### config.mk
export PLATFORM = sky130hd
export DESIGN_NAME = seq_muldiv
export DESIGN_NICKNAME = d
export VERILOG_FILES = /design/src/rtl/seq_muldiv_pkg.sv /design/src/rtl/seq_muldiv_addsub.sv /design/src/rtl/seq_muldiv.sv
export SDC_FILE = /design/constraint.sdc
export NUM_CORES = 1
export LEC_CHECK = 0
export ABC_AREA = 1
export CAP_MARGIN = 5
export CORE_ASPECT_RATIO = 1.75
export CORE_MARGIN = 1.5
export CORE_UTILIZATION = 63
export CTS_CLUSTER_SIZE = 14
export DETAILED_ROUTE_END_ITERATION = 10
export PLACE_DENSITY = 0.94
export SLEW_MARGIN = 30
export SYNTH_ARGS = -nofsm -noshare
export SYNTH_HDL_FRONTEND = slang
export SYNTH_SLANG_ARGS = --single-unit
### constraint.sdc
create_clock -name clock -period 5 [get_ports clock]
set_clock_uncertainty 0.15 [all_clocks]
set_input_delay 1 -clock clock [delete_from_list [all_inputs] [get_ports clock]]
set_output_delay 1 -clock clock [all_outputs]
set_load 0.02 [all_outputs]
### src/rtl/seq_muldiv_pkg.sv
// Shared types and helpers for the sequential multiply/divide unit.
package muldiv_pkg;

    typedef enum logic [1:0] {
        OP_MULU = 2'b00,
        OP_MULS = 2'b01,
        OP_DIVU = 2'b10,
        OP_DIVS = 2'b11
    } op_t;

    typedef enum logic [1:0] {
        S_IDLE,
        S_RUN,
        S_FIX,
        S_DONE
    } state_t;

    localparam int unsigned NEG_W = 64;
    typedef logic [NEG_W-1:0] wide_t;

    // Callers zero-extend into wide_t and truncate back; the low bits of a
    // two's-complement negation do not depend on the discarded upper bits.
    function automatic wide_t negate2c(input wide_t v);
        return ~v + wide_t'(1);
    endfunction

endpackage

### src/rtl/seq_muldiv_addsub.sv
// Combinational adder/subtractor shared by the multiply add and divide trial-subtract.
module addsub #(
    parameter int unsigned W = 9
) (
    input  logic [W-1:0] x,
    input  logic [W-1:0] y,
    input  logic         sub,
    output logic [W-1:0] s
);

    assign s = x + (sub ? ~y : y) + W'(sub);

endmodule

### src/rtl/seq_muldiv.sv
// Sequential signed/unsigned N x N multiplier and restoring N / N divider
// with a start/busy/done handshake and fixed N+2 cycle latency.
module seq_muldiv
    import muldiv_pkg::*;
#(
    parameter int unsigned N  = 8,
    parameter int unsigned CW = $clog2(N + 1)
) (
    input  logic         clock,
    input  logic         reset,
    input  logic         start,
    input  logic [1:0]   op,
    input  logic [N-1:0] a,
    input  logic [N-1:0] b,
    output logic         busy,
    output logic         done,
    output logic [N-1:0] result_lo,
    output logic [N-1:0] result_hi,
    output logic         div_by_zero
);

    state_t         state, state_nx;
    op_t            op_in, op_r;
    logic [CW-1:0]  cnt;
    logic [N-1:0]   hi, lo, m, a_raw;
    logic           sq, sr, dz;
    logic           accept, in_div, in_sgn, op_div;
    logic [N-1:0]   a_mag, b_mag;
    logic [N:0]     as_x, as_y, as_s;
    logic           as_sub;
    logic [2*N-1:0] prod_neg;
    logic [N-1:0]   quo_neg, rem_neg, fix_lo, fix_hi;

    assign op_in  = op_t'(op);
    assign in_div = (op_in == OP_DIVU) || (op_in == OP_DIVS);
    assign in_sgn = (op_in == OP_MULS) || (op_in == OP_DIVS);
    assign op_div = (op_r == OP_DIVU) || (op_r == OP_DIVS);
    assign accept = start && ((state == S_IDLE) || (state == S_DONE));

    assign a_mag = (in_sgn && a[N-1]) ? N'(negate2c(wide_t'(a))) : a;
    assign b_mag = (in_sgn && b[N-1]) ? N'(negate2c(wide_t'(b))) : b;

    // State register
    always_ff @(posedge clock) begin
        if (reset) state <= S_IDLE;
        else       state <= state_nx;
    end

    // Next-state logic
    always_comb begin
        state_nx = state;
        unique case (state)
            S_IDLE:  if (start) state_nx = S_RUN;
            S_RUN:   if (cnt == '0) state_nx = S_FIX;
            S_FIX:   state_nx = S_DONE;
            S_DONE:  state_nx = start ? S_RUN : S_IDLE;
            default: state_nx = S_IDLE;
        endcase
    end

    // Outputs
    always_comb begin
        busy = (state == S_RUN) || (state == S_FIX);
        done = (state == S_DONE);
    end

    // Multiply adds M to the upper half when the LSB is set; divide shifts
    // {rem, quo} left and trial-subtracts the divisor from the new remainder.
    always_comb begin
        if (op_div) begin
            as_x   = {hi, lo[N-1]};
            as_y   = {1'b0, m};
            as_sub = 1'b1;
        end else begin
            as_x   = {1'b0, hi};
            as_y   = lo[0] ? {1'b0, m} : '0;
            as_sub = 1'b0;
        end
    end

    addsub #(.W(N + 1)) u_addsub (
        .x   (as_x),
        .y   (as_y),
        .sub (as_sub),
        .s   (as_s)
    );

    always_comb begin
        prod_neg = (2*N)'(negate2c(wide_t'({hi, lo})));
        quo_neg  = N'(negate2c(wide_t'(lo)));
        rem_neg  = N'(negate2c(wide_t'(hi)));
        fix_lo   = lo;
        fix_hi   = hi;
        if (dz) begin
            fix_lo = '1;
            fix_hi = a_raw;
        end else if (op_div) begin
            if (sq) fix_lo = quo_neg;
            if (sr) fix_hi = rem_neg;
        end else if (sq) begin
            {fix_hi, fix_lo} = prod_neg;
        end
    end

    always_ff @(posedge clock) begin
        if (reset) begin
            cnt         <= '0;
            hi          <= '0;
            lo          <= '0;
            m           <= '0;
            a_raw       <= '0;
            op_r        <= OP_MULU;
            sq          <= 1'b0;
            sr          <= 1'b0;
            dz          <= 1'b0;
            result_lo   <= '0;
            result_hi   <= '0;
            div_by_zero <= 1'b0;
        end else begin
            if (accept) begin
                cnt   <= CW'(N - 1);
                op_r  <= op_in;
                a_raw <= a;
                sq    <= in_sgn && (a[N-1] ^ b[N-1]);
                sr    <= in_sgn && in_div && a[N-1];
                dz    <= in_div && (b == '0);
                hi    <= '0;
                m     <= in_div ? b_mag : a_mag;
                lo    <= in_div ? a_mag : b_mag;
            end else if (state == S_RUN) begin
                cnt <= cnt - 1'b1;
                if (!op_div) begin
                    hi <= as_s[N:1];
                    lo <= {as_s[0], lo[N-1:1]};
                end else if (!as_s[N]) begin
                    hi <= as_s[N-1:0];
                    lo <= {lo[N-2:0], 1'b1};
                end else begin
                    hi <= as_x[N-1:0];
                    lo <= {lo[N-2:0], 1'b0};
                end
            end else if (state == S_FIX) begin
                result_lo   <= fix_lo;
                result_hi   <= fix_hi;
                div_by_zero <= dz;
            end
        end
    end

endmodule

==> reports/qor.csv, run 1 <==
metric,value,unit
run status,"complete, no violations",
mux share of post-synthesis cell area,0,
most common cell in the netlist,nand2_1,
cts hold-fix bufs,0,
# diodes,0,
cell area after layout,0.00492,mm2
initial antenna violation count,0,
placed cells,768,
Post-synth ARST share,0,
startpoint types,input port,
share of the synthesized area in the top cell type,0.282,
nets@finish,735,
I/O pins,40,
"Slew Viols, Final",0,
HP Class,reg -> reg,
Final Setup Violations,0,
"critical path fanouts, max",36,
Detailed Route Iter0 Violations,450,
Root Buffer,clkbuf_16,
starting density of the core,0.645,
Overflow after GRT,0,
largest family of logic cells by synthesized area,simple AND/OR/NAND/NOR gates,
Rel. slew slack,0.387,
Clock Path Buffers,2,
Adder-Cell Fraction of Synth Area,0.0526,
mean post-synth cell area,6.28,um2
worst slew pin tran,0.914,ns
die height,111,um
vias in the first global route,4552,
arrival time at the worst endpoint,3.37,ns
Final min period,3.32,ns
Util after Layout,0.758,
drt first pass iters,7,
main flop type after synthesis,dfxtp_1,
Std-Cell Rows,39,
"Clk pin slew, worst setup/hold paths",0.06,ns
Synth Area in XOR/XNOR,0.0272,
synthesis-to-layout area growth,17.5,%
I/O Buffers,39,
Post-CTS Setup Inserts,0,
CTS tree,built,
worst skew pair latency,0.33,ns
synthesized area,0.00419,mm2
Resized cells post-CTS,0,
Final HPWL DP,9.50,mm
"Req. time, crit path",5.05,ns
DP Area,0.00460,mm2
Global Route Usage Sum,0.372,
drt wl/cell,16.4,um
static leakage,0.00237,uW
routed vias,4703,
Yosys top cell by area,dfxtp_1,
"flops & latches, synth",59,
number of flops mapped to enable cells by yosys,0,
fmax,0.301,GHz
Finished Layout Cells,784,
first-pass GRT wire length,20.7,mm
final total power,3000,uW
CTS Sinks,59,
RSZ-0062 raised after global routing,false,
Filler cells,501,
pwr dens,610,mW/mm2
htree depth,3,
DRC,0,
pin count of the biggest net entering global routing,41,
register area share after synthesis,0.282,
share of layout cells above drive strength 1,0.0655,
Synth Instances,667,
post-synth cell types,41,
Setup CP Type,in -> reg,
CP endpoint kind,register,
Vias/cell,6.00,
CORE AREA,0.00649,mm2
Max VDD drop,0.483,mV
Compound-Gate Fraction of Synth Area,0.224,
"Hold Vio Cnt, Final",0,
max cap viols,0,
"top cells by area, synth","dfxtp_1 (28%), nand2_1 (15%), inv_1 (8.2%)",
Post-Syn Nets,705,
DRT Wirelength,12.8,mm
fin crit share,0.664,
Die ar.,0.00716,mm2
Die Width,64.6,um
setup tns final,0,ns
RD Place Congestion,0.998,
CTS Buf Count,9,
Antenna Violating Nets Remaining,0,
Synth Area in Simple Gates,0.302,
Synth top cells by count,"nand2_1 (164), inv_1 (92), o21ai_0 (69)",
Syn. warnings,0,
-- stage by stage --
| step | setup slack [ns] | hold slack [ns] |
|---|---|---|
| after floorplan | 2.20 | 0.277 |
| after global placement | 1.57 | 0.297 |
| after detailed placement | 1.46 | 0.299 |
| after CTS | 1.77 | 0.308 |
| after global routing | 1.47 | 0.333 |
| final | 1.68 | 0.310 |
-- flip-flops by register name, indices dropped and copies added (netlist names), 2 cells and up --
register,flops
state,2
lo,8
a_raw,8
m,8
result_lo,8
cnt,4
hi,8
result_hi,8
-- logic make-up after synthesis --
logic type	after synthesis
simple gates	290
compound gates	166
buf+inv	122
flops	59
fa+ha+maj	17
xor+xnor	13
-- power by group --
part | internal [uW] | switching, uW
Clock | 439 | 228
Sequential | 615 | 144
Combinational | 533 | 1040
-- area by class of cell --
class / count / area, um2 / share of cell area
tap: 82 / 103 / 0.0208
multi-input combinational: 486 / 2540 / 0.515
clock inverter: 7 / 100 / 0.0203
sequential: 59 / 1180 / 0.240
inverter: 101 / 379 / 0.0770
clock buffer: 9 / 225 / 0.0458
timing repair buffer: 40 / 398 / 0.0808
-- worst max-delay path, stage by stage --
cell             delay (ns)
clkdlybuf4s50_1        0.91
clkinv_1               0.94
nand3_1                0.39
o21ai_0                0.12
-- final timing paths --
kind	startpoint	end	slack [ns]	cells past startpoint
min	a_raw[5]	a_raw[5]	0.31	2
max	reset	dz	1.68	4
max reg2reg	op_r[1]	hi[6]	1.73	18
min reg2reg	a_raw[5]	a_raw[5]	0.31	2
-- cells in the final DEF, fill, tap and decap left out, drive strengths merged --
master           n
o311ai           1
o221ai           5
bufinv           2
o31ai            2
nor2            49
xor2            12
o21a             3
clkbuf           9
nor3            11
or2              3
dfxtp           59
a21oi           50
a311oi           1
a31oi           10
nand3           48
nand3b           1
o21bai           1
o32ai            1
nand2          174
clkdlybuf4s50   39
a221oi           1
buf              1
ha              16
o22ai            5
xnor2            1
nand4            2
fa               1
clkinv           6
o211ai          13
inv            100
and3             2
o21ai           73
-- routing by layer --
metal	track usage	routed length, um	vias to the layer above
met5	0	0	-
met1	0.381	4470	2113
met4	0.252	846	0
met3	0.0619	834	72
met2	0.667	6680	263
li1	-	-	2255
Power figures use the tool's default switching activity.
==> inputs of run 2 (changes only) <==
--- a/config.mk
+++ b/config.mk
@@ -9,10 +9,10 @@
 export CAP_MARGIN = 5
 export CORE_ASPECT_RATIO = 1.75
 export CORE_MARGIN = 1.5
-export CORE_UTILIZATION = 63
+export CORE_UTILIZATION = 58
 export CTS_CLUSTER_SIZE = 14
 export DETAILED_ROUTE_END_ITERATION = 10
-export PLACE_DENSITY = 0.94
+export PLACE_DENSITY = 0.88
 export SLEW_MARGIN = 30
 export SYNTH_ARGS = -nofsm -noshare
 export SYNTH_HDL_FRONTEND = slang
==> constraint.sdc (replaced) <==
create_clock -name clock -period 3.5 [get_ports clock]
set_clock_uncertainty 0.15 [all_clocks]
set_input_delay 0.7 -clock clock [delete_from_list [all_inputs] [get_ports clock]]
set_output_delay 0.7 -clock clock [all_outputs]
set_load 0.02 [all_outputs]
==> run 2 against run 1 <==
Against the previous run:
- combinational power up 46%
- power rose by 43%
- critical path depth rose by 17
- wire length is essentially flat
- cell area rose by 0.58%
- clock-buffer cell count unchanged
- non-clock buffer count grew 5
- global-route usage fell by 2.2 points
- worst hold slack better by 0.0032 ns
==> reports/qor.csv, run 2 (synthesized netlist as in run 1, its figures left out) <==
metric,value,unit,change
hold-critical path endpoint,result_hi[7],,
Clock Path Buffers,2,,unchanged
Detailed Route Iter0 Violations,414,,-8.0%
Die ar.,0.00776,mm2,+8.3%
synthesis-to-layout area growth,18.2,%,
worst slew pin tran,0.863,ns,-0.0511 ns
first-pass GRT wire length,20.7,mm,about the same
Overflow after GRT,0,,unchanged
placed cells,775,,+0.91%
HP Class,reg -> reg,,
"Hold Vio Cnt, Final",0,,unchanged
Vias/cell,5.96,,-0.57%
Util after Layout,0.717,,-0.0416
RD Place Congestion,0.942,,-5.6%
static leakage,0.00238,uW,+0.38%
R2R Path End,hi[6],,
"Req. time, crit path",3.58,ns,-1.47 ns
FF-to-FF path depth,21,,+3
pin count of the biggest net entering global routing,34,,-17%
Final HPWL DP,9.51,mm,+0.21%
Std-Cell Rows,40,,+2.6%
nets@finish,740,,+0.68%
Filler cells,582,,+16%
"Slew Viols, Final",0,,unchanged
arrival time at the worst endpoint,3.06,ns,-0.31 ns
register area,0.00118,mm2,unchanged
Setup CP Type,reg -> reg,,
CTS Buf Count,9,,unchanged
CTS Sinks,59,,unchanged
run status,"complete, no violations",,
Resized cells post-CTS,0,,unchanged
share of layout cells above drive strength 1,0.0721,,+0.00661
die height,115,um,+4.1%
reg2reg start,op_r[1],,
htree depth,3,,unchanged
starting density of the core,0.606,,-0.0389
Antenna Violating Nets Remaining,0,,unchanged
cts hold-fix bufs,0,,unchanged
DRC,0,,unchanged
setup tns final,0,ns,unchanged
worst skew pair latency,0.34,ns,about the same
"critical path fanouts, max",19,,-47%
CORE AREA,0.00691,mm2,+6.4%
Root Buffer,clkbuf_16,,
Final Setup Violations,0,,unchanged
drt first pass iters,6,,-1
Hold Path Origin,result_hi[7],,
pwr dens,866,mW/mm2,+42%
I/O Buffers,39,,unchanged
Finished Layout Cells,791,,+0.89%
Post-CTS Setup Inserts,0,,unchanged
DRT Wirelength,12.8,mm,about the same
startpoint types,register,,
vias in the first global route,4618,,+1.4%
Max VDD drop,0.552,mV,+14%
I/O pins,40,,unchanged
drt wl/cell,16.2,um,-0.85%
CTS tree,built,,
fin crit share,0.850,,
DP Area,0.00465,mm2,+1.1%
Final min period,2.98,ns,
Hold Path Stages,2,,unchanged
cell area after layout,0.00495,mm2,+0.58%
initial antenna violation count,0,,unchanged
routed vias,4718,,+0.32%
Rel. slew slack,0.421,,+0.0342
area of the multi-input gates,0.00254,mm2,unchanged
RSZ-0062 raised after global routing,false,,
Global Route Usage Sum,0.351,,-0.0217
fmax,0.336,GHz,
"Clk pin slew, worst setup/hold paths",0.05,ns,about the same
Die Width,67.2,um,+4.0%
# diodes,0,,unchanged
R2R Setup Slk,0.52,ns,-1.21 ns
"most common cell after layout, fill and taps aside",nand2_1,,
CP endpoint kind,register,,
max cap viols,0,,unchanged
most frequent cells in the layout,"nand2_1 (164), inv_1 (92), o21ai_0 (69), dfxtp_1 (59), a21oi_1 (49)",,
run 2: cell types whose count changed in the layout (fill, tap and decap cells not counted), sizes merged:
cell	previous run	this run
bufinv	2	1
clkinvlp	0	2
clkinv	6	5
buf	1	6
run 2: worst max path at each step:
stage / start / slack [ns] / to
2_1_floorplan: op_r[1] / 0.70 / hi[6]
3_3_place_gp: op_r[1] / 0.69 / hi[6]
3_5_place_dp: op_r[1] / 0.59 / hi[6]
4_1_cts: op_r[1] / 0.57 / hi[6]
5_1_grt: op_r[1] / 0.28 / hi[6]
6_report: op_r[1] / 0.52 / hi[6]
run 2: final cells by class:
cell class / instances / share of cell area
timing repair buffer: 45 / 0.0905
clock inverter: 7 / 0.0154
multi-input combinational: 486 / 0.512
clock buffer: 9 / 0.0455
sequential: 59 / 0.239
inverter: 101 / 0.0766
tap: 84 / 0.0212
run 2: through the flow:
stage | setup WS (ns) | power (uW) | hold slack [ns]
final | 0.524 | 4290 | 0.313
after global routing | 0.281 | 4590 | 0.326
after CTS | 0.569 | 4230 | 0.312
after detailed placement | 0.587 | 3320 | 0.300
after global placement | 0.686 | 3260 | 0.298
after floorplan | 0.698 | 2670 | 0.277
run 2: report_power, final:
| part | switching, uW | internal (uW) |
|---|---|---|
| registers | 207 | 878 |
| clock network | 342 | 554 |
| logic | 1510 | 793 |
run 2: worst max-delay path, stage by stage (launching register included):
cell,delay [ns]
dfxtp_1,0.41
inv_2,0.13
buf_4,0.24
nand2_1,0.07
nand2_1,0.08
nand2_1,0.07
nand2_1,0.08
inv_1,0.05
fa_1,0.38
or2_2,0.32
nand2_1,0.08
nand2_2,0.07
nand2_4,0.08
nand2_4,0.07
nand2_4,0.08
nand2_4,0.06
nand2_4,0.12
nand2_1,0.07
nand2_1,0.05
nand3_1,0.06
nand2_1,0.09
inv_1,0.04
run 2: layer usage:
metal	routed length, um	vias to the layer above	GRT usage
met2	6360	212	0.592
met1	4710	2160	0.378
met3	745	80	0.0587
met4	1020	0	0.268
li1	-	2266	-
met5	0	-	0
==> inputs of run 3 (changes only) <==
--- a/config.mk
+++ b/config.mk
@@ -5,7 +5,6 @@
 export SDC_FILE = /design/constraint.sdc
 export NUM_CORES = 1
 export LEC_CHECK = 0
-export ABC_AREA = 1
 export CAP_MARGIN = 5
 export CORE_ASPECT_RATIO = 1.75
 export CORE_MARGIN = 1.5
@@ -16,4 +15,5 @@
 export SLEW_MARGIN = 30
 export SYNTH_ARGS = -nofsm -noshare
 export SYNTH_HDL_FRONTEND = slang
+export SYNTH_HIERARCHICAL = 1
 export SYNTH_SLANG_ARGS = --single-unit
==> constraint.sdc (replaced) <==
create_clock -name clock -period 2.8 [get_ports clock]
set_clock_uncertainty 0.15 [all_clocks]
set_input_delay 0.56 -clock clock [delete_from_list [all_inputs] [get_ports clock]]
set_output_delay 0.56 -clock clock [all_outputs]
set_load 0.02 [all_outputs]
==> run 3 against run 2 <==
Against the previous run:
- the flow now finishes with violations (negative setup slack)
- critical path depth fell by 7
- cell area is 4.4% higher
- sequential share of layout area decreased by 0.93 points
- largest cell class unchanged
- largest power group unchanged
==> reports/qor.csv, run 3 <==
metric,value,unit,change
"Clk pin slew, worst setup/hold paths",0.05,ns,about the same
setup tns final,-2.60,ns,-2.60 ns
CP endpoint kind,register,,
worst skew pair latency,0.33,ns,about the same
CP endpoint,hi[0],,
htree depth,3,,unchanged
Clock Path Buffers,2,,unchanged
DRT Wirelength,12.3,mm,-4.0%
vias in the first global route,4227,,-8.5%
Die ar.,0.00765,mm2,-1.4%
PnR worst setup slack,-0.373,ns,-0.897 ns
CP max stage cell,dfxtp_4,,
fin crit share,1.13,,+0.283
pin count of the biggest net entering global routing,45,,+32%
"top cells by area, synth","dfxtp_1 (29%), mux2i_1 (7.8%), nand2_1 (6.0%)",,
"flops & latches, synth",59,,unchanged
share of the synthesized area in the top cell type,0.286,,+0.00410
R2R Setup Slk,-0.37,ns,-0.90 ns
max cap viols,0,,unchanged
"most common cell after layout, fill and taps aside",nand2_1,,
CTS tree,built,,
most common cell in the netlist,nand2_1,,
static leakage,0.00207,uW,-13%
Worst Setup SP,op_r[1],,
"Hold Vio Cnt, Final",0,,unchanged
Final HPWL DP,8.64,mm,-9.2%
Global Route Usage Sum,0.340,,-0.0113
"Req. time, crit path",2.85,ns,-0.73 ns
CP Buf/Inv Count,2,,-2
pre-CTS WS,-0.165,ns,-0.752 ns
CTS Buf Count,9,,unchanged
I/O Buffers,39,,unchanged
startpoint types,register,,
starting density of the core,0.602,,-0.00433
RSZ-0062 raised after global routing,true,,
reg2reg start,op_r[1],,
Final Setup Violations,9,,+9
Yosys top cell by area,dfxtp_1,,
pwr dens,1010,mW/mm2,+16%
initial antenna violation count,0,,unchanged
register area share after synthesis,0.286,,+0.00410
final total power,5220,uW,+22%
Setup CP Type,reg -> reg,,
I/O pins,40,,unchanged
fmax,0.315,GHz,-6.2%
most frequent cells in the layout,"nand2_1 (66), dfxtp_1 (58), nor2_1 (54), a21oi_1 (42), clkdlybuf4s50_1 (39)",,
arrival time at the worst endpoint,3.22,ns,+0.16 ns
"Slew Viols, Final",0,,unchanged
CTS Sinks,59,,unchanged
synthesized area,0.00413,mm2,-1.4%
HP Class,reg -> reg,,
# diodes,0,,unchanged
Util after Layout,0.754,,+0.0370
DP Area,0.00477,mm2,+2.7%
Synth Instances,530,,-21%
main flop type after synthesis,dfxtp_1,,
die height,115,um,-0.70%
Std-Cell Rows,40,,unchanged
run status,"finished, violations left",,
Rel. slew slack,0.548,,+0.127
nets@finish,623,,-16%
number of flops mapped to enable cells by yosys,0,,unchanged
met3 Use GR,0.0777,,+0.0190
synthesis-to-layout area growth,25.2,%,
post-synth cell types,61,,+49%
critical path's top delay family,multiplexers,,
DRC,0,,unchanged
cells along the critical path,"nor2_4, buf_6, nor2b_4, mux2i_4, fa_2, nor2b_4, o31a_1, o41ai_2, xnor2_1, buf_4, mux2i_2, a21oi_1, mux2i_1, nor2_1",,
RD Place Congestion,0.955,,+1.4%
Vias/cell,6.38,,+7.0%
met2 usage,0.605,,+0.0126
FF-to-FF path depth,14,,-33%
Antenna Violating Nets Remaining,0,,unchanged
failing checks,negative setup slack,,
cell area after layout,0.00517,mm2,+4.4%
Critical Path Most Common Cell,nor2b_4,,
Levels on crit path,14,,-33%
mean post-synth cell area,7.79,um2,+24%
Syn. warnings,6,,+6
Overflow after GRT,0,,unchanged
Final min period,3.17,ns,+0.197 ns
worst slew pin tran,0.677,ns,-0.185 ns
Post-Syn Nets,569,,-19%
drt first pass iters,5,,-1
Post-synth ARST share,0,,unchanged
Die Width,66.8,um,-0.68%
GR Util met1,0.336,,-0.0419
drt wl/cell,18.3,um,+13%
Detailed Route Iter0 Violations,379,,-8.5%
max incr delay on CP,0.40,ns,about the same
Max VDD drop,0.838,mV,+52%
R2R Path End,hi[0],,
Synth top cells by count,"nand2_1 (66), dfxtp_1 (59), nor2_1 (55)",,
routed vias,4296,,-8.9%
share of layout cells above drive strength 1,0.141,,+0.0688
Root Buffer,clkbuf_16,,
"critical path fanouts, max",8,,-11
first-pass GRT wire length,19.8,mm,-4.7%
CORE AREA,0.00686,mm2,-0.72%
GR peak layer,met2,,
## run 3: logic make-up after synthesis
group,Yosys count,share of synthesized area
compound gates,129,0.206
xor+xnor,38,0.0806
fa+ha+maj,18,0.0564
buf+inv,62,0.0609
flops,59,0.286
mux,40,0.100
other cells,1,0.000908
simple gates,183,0.209
## run 3: report_power, final
| group | leakage [uW] | switching, uW | internal, uW |
|---|---|---|---|
| sequential | 0.000483 | 250 | 1090 |
| clock | 0.000144 | 410 | 738 |
| combinational | 0.00144 | 1550 | 1180 |
| total | 0.00207 | 2210 | 3010 |
## run 3: layout make-up
cell class	count	area [um2]
Clock buffer	11	253
Clock inverter	5	61.3
Fill cell	445	1690
Inverter	24	90.1
Multi-Input combinational cell	409	2750
Sequential cell	59	1180
Tap cell	84	105
Timing Repair Buffer	81	729
## run 3: worst register-to-register path: cells and delay by family, from the launching register on
| kind | cells | cell delay [ns] |
|---|---|---|
| simple gates | 4 | 0.34 |
| fa+ha+maj | 1 | 0.27 |
| compound gates | 3 | 0.67 |
| flops | 1 | 0.40 |
| mux | 3 | 0.72 |
| buf+inv | 2 | 0.31 |
| xor+xnor | 1 | 0.19 |
## run 3: routing by layer
layer	vias up	part of all wire
met5	-	0
met4	0	0.068
met2	235	0.52
met3	94	0.054
met1	1995	0.36
li1	1972	-
## run 3: worst min-delay path by stage
stage,start,to,slack (ns),cells after the start
3_5_place_dp,a_raw[0],a_raw[0],0.30,2
4_1_cts,m[2],m[2],0.30,2
5_1_grt,m[3],m[3],0.33,2
3_3_place_gp,m[3],m[3],0.29,2
6_report,m[1],m[1],0.31,2
2_1_floorplan,m[1],m[1],0.28,2
## run 3: what timing repair did
item	CTS	global route
hold buffers	0	0
cloned	1	0
pin swaps	4	5
setup buffers	3	5
setup endpoints to repair	9	9
gates resized for setup	4	5
## run 3: per-stage QoR
step / hold WS (ns) / instances
4_1_cts: 0.305 / 669
3_5_place_dp: 0.299 / 649
6_report: 0.306 / 673
3_3_place_gp: 0.293 / 649
5_1_grt: 0.330 / 673
2_1_floorplan: 0.277 / 530
==> RTL change (settings of run 2) <==
Make the reset (`reset`) asynchronous in 2 clocked blocks.
--- a/src/rtl/seq_muldiv.sv
+++ b/src/rtl/seq_muldiv.sv
@@ -42,5 +42,5 @@
 
     // State register
-    always_ff @(posedge clock) begin
+    always_ff @(posedge clock or posedge reset) begin
         if (reset) state <= S_IDLE;
         else       state <= state_nx;
@@ -103,5 +103,5 @@
     end
 
-    always_ff @(posedge clock) begin
+    always_ff @(posedge clock or posedge reset) begin
         if (reset) begin
             cnt         <= '0;
Function: differs if reset is asserted again (counterexample within 4 cycles, from zero or initial values and one cycle with reset high); with reset held inactive, the same outputs for 10 cycles.
==> RTL change against run 2 <==
Sequential cell count unchanged. Power rose by 24%. Sequential power up 15%. Via count is 8.4% lower. Area after synthesis increased by 1.1%. Sequential share of layout area grew 5.9 points. Combinational power is 41% higher. Cell area up 0.13%. Setup slack improved by 150 ps. Wire length down 6.6%.
==> RTL change: results (changes against run 2) <==
[metrics] IR drop worst, VDD: 815.6 uV (+48%)
[metrics] Placement Setup Slack: 698.6 ps (+111.4 ps)
[metrics] fraction of final layout cells with drive strength greater than 1: 7.919% (+0.71 points)
[metrics] adder-cell share of the synthesized area: 5.498% (+0.24 points)
[metrics] Worst slew margin: 51.00% (+8.9 points)
[metrics] global routing usage on met2: 56.34% (-2.9 points)
[metrics] portion of the post-synthesis area used by sequential elements: 34.88% (+6.7 points)
[metrics] nets in the synthesized netlist: 640 (-9.2%)
[metrics] worst flop-to-flop path endpoint: hi[7]
[metrics] share of synthesized registers carrying an async set or reset: 100.0% (+100 points)
[metrics] GRT Util Overall: 33.72% (-1.4 points)
[metrics] number of fill cells in the layout: 575 (-1.2%)
[metrics] Clock Root Buffer: clkbuf_16
[metrics] top flip-flop cell by instance count after synthesis: dfrtp_1
[metrics] leakage power figure: 2.435 nW (+2.3%)
[metrics] final net count: 678 (-8.4%)
[metrics] commonest cells in the netlist: nand2_1 (158), inv_1 (75), dfrtp_1 (59)
[metrics] leading cell types by total area after synthesis: dfrtp_1 (35%), nand2_1 (14%), inv_1 (6.7%), nand3_1 (6.0%), o21ai_0 (5.3%)
[metrics] synthesized-area fraction occupied by xor and xnor cells: 3.725% (+1.0 points)
[metrics] estimated wirelength of the detail-placed design: 9047 microns (-4.9%)
[metrics] clock buffers created by TritonCTS: 9 (unchanged)
[metrics] delay contributed by the slowest stage of the critical path: 430 ps (+20 ps)
[metrics] GR Layer Usage met1: 35.71% (-2.1 points)
[metrics] arrival time at the worst endpoint: 2900 ps (-160 ps)
[metrics] launching point of the worst reg2reg path: op_r[1]
[metrics] run status: finished, final reports clean
[metrics] CP max FO: 32 (+13)
[metrics] worst reg2reg path depth: 17 (-19%)
[metrics] Critical Path Slowest Stage Cell: fa_1
[metrics] detailed-route via count: 4324 (-8.4%)
[metrics] DR WL/cell: 16.43 microns (+1.2%)
[metrics] worst reg2reg setup slack: 670 ps (+150 ps)
[metrics] number of violations reported at the end of detailed-routing iteration 0: 308 (-26%)
[metrics] number of distinct library cells after synthesis: 46 (+12%)
[metrics] first drt pass iteration count: 5 (-1)
[metrics] clock tree buffer depth: 2 (unchanged)
[metrics] share of the cycle needed by the critical path after routing: 80.80% (-4.2 points)
[metrics] met3 GRT Util: 5.825% (-0.046 points)
[metrics] wire length of the first global-routing pass: 19530 microns (-5.9%)
==> RTL change: worst register-to-register path, stage by stage (launching register included) <==
cell and delay [ps]:
dfrtp_1 390, inv_2 380, nand3_1 120, o21ai_0 150
inv_1 100, fa_1 430, inv_1 90, nand3_1 110
nand2_4 110, nand2_4 50, nand2_2 60, nand2_1 60
nand2_2 180, nor2_1 60, nand3_1 100, nand2_1 60
nand2_1 50, nand2_1 50
==> RTL change: where the power goes <==
group	total (mW)	switching, mW	internal [mW]
Clock	0.831	0.317	0.514
Combinational	3.25	2.10	1.15
Sequential	1.25	0.256	0.990
==> RTL change: how the worst min path moves through the flow <==
| stage | startpoint | endpoint | cells after the start |
|---|---|---|---|
| 2_1_floorplan | cnt[3] | cnt[3] | 1 |
| 3_3_place_gp | result_hi[5] | result_hi[5] | 2 |
| 3_5_place_dp | cnt[3] | cnt[3] | 1 |
| 4_1_cts | cnt[3] | cnt[3] | 1 |
| 5_1_grt | result_hi[1] | result_hi[1] | 2 |
| 6_report | cnt[3] | cnt[3] | 1 |
==> RTL change: routing by layer <==
layer,up-vias,share of wire (%)
met5,-,0
met4,0,8.3
met3,63,4.2
met2,165,52
met1,2044,35
li1,2052,-
==> RTL change: final cells by class <==
cell class                      count  area share, %
Clock inverter                      4         0.5048
Clock buffer                       12          5.174
Sequential cell                    59          29.78
Multi-Input combinational cell    440          47.10
Timing Repair Buffer               45          8.783
Inverter                           84          6.487
Tap cell                           86          2.171
==> RTL change: per-stage QoR <==
step / hold slack, ps / cells / area (sq um)
2_1_floorplan: 284.4 / 601 / 4233
3_3_place_gp: 313.8 / 714 / 4674
3_5_place_dp: 320.8 / 714 / 4674
4_1_cts: 327.5 / 730 / 4956
5_1_grt: 349.8 / 730 / 4957
6_report: 330.0 / 730 / 4957
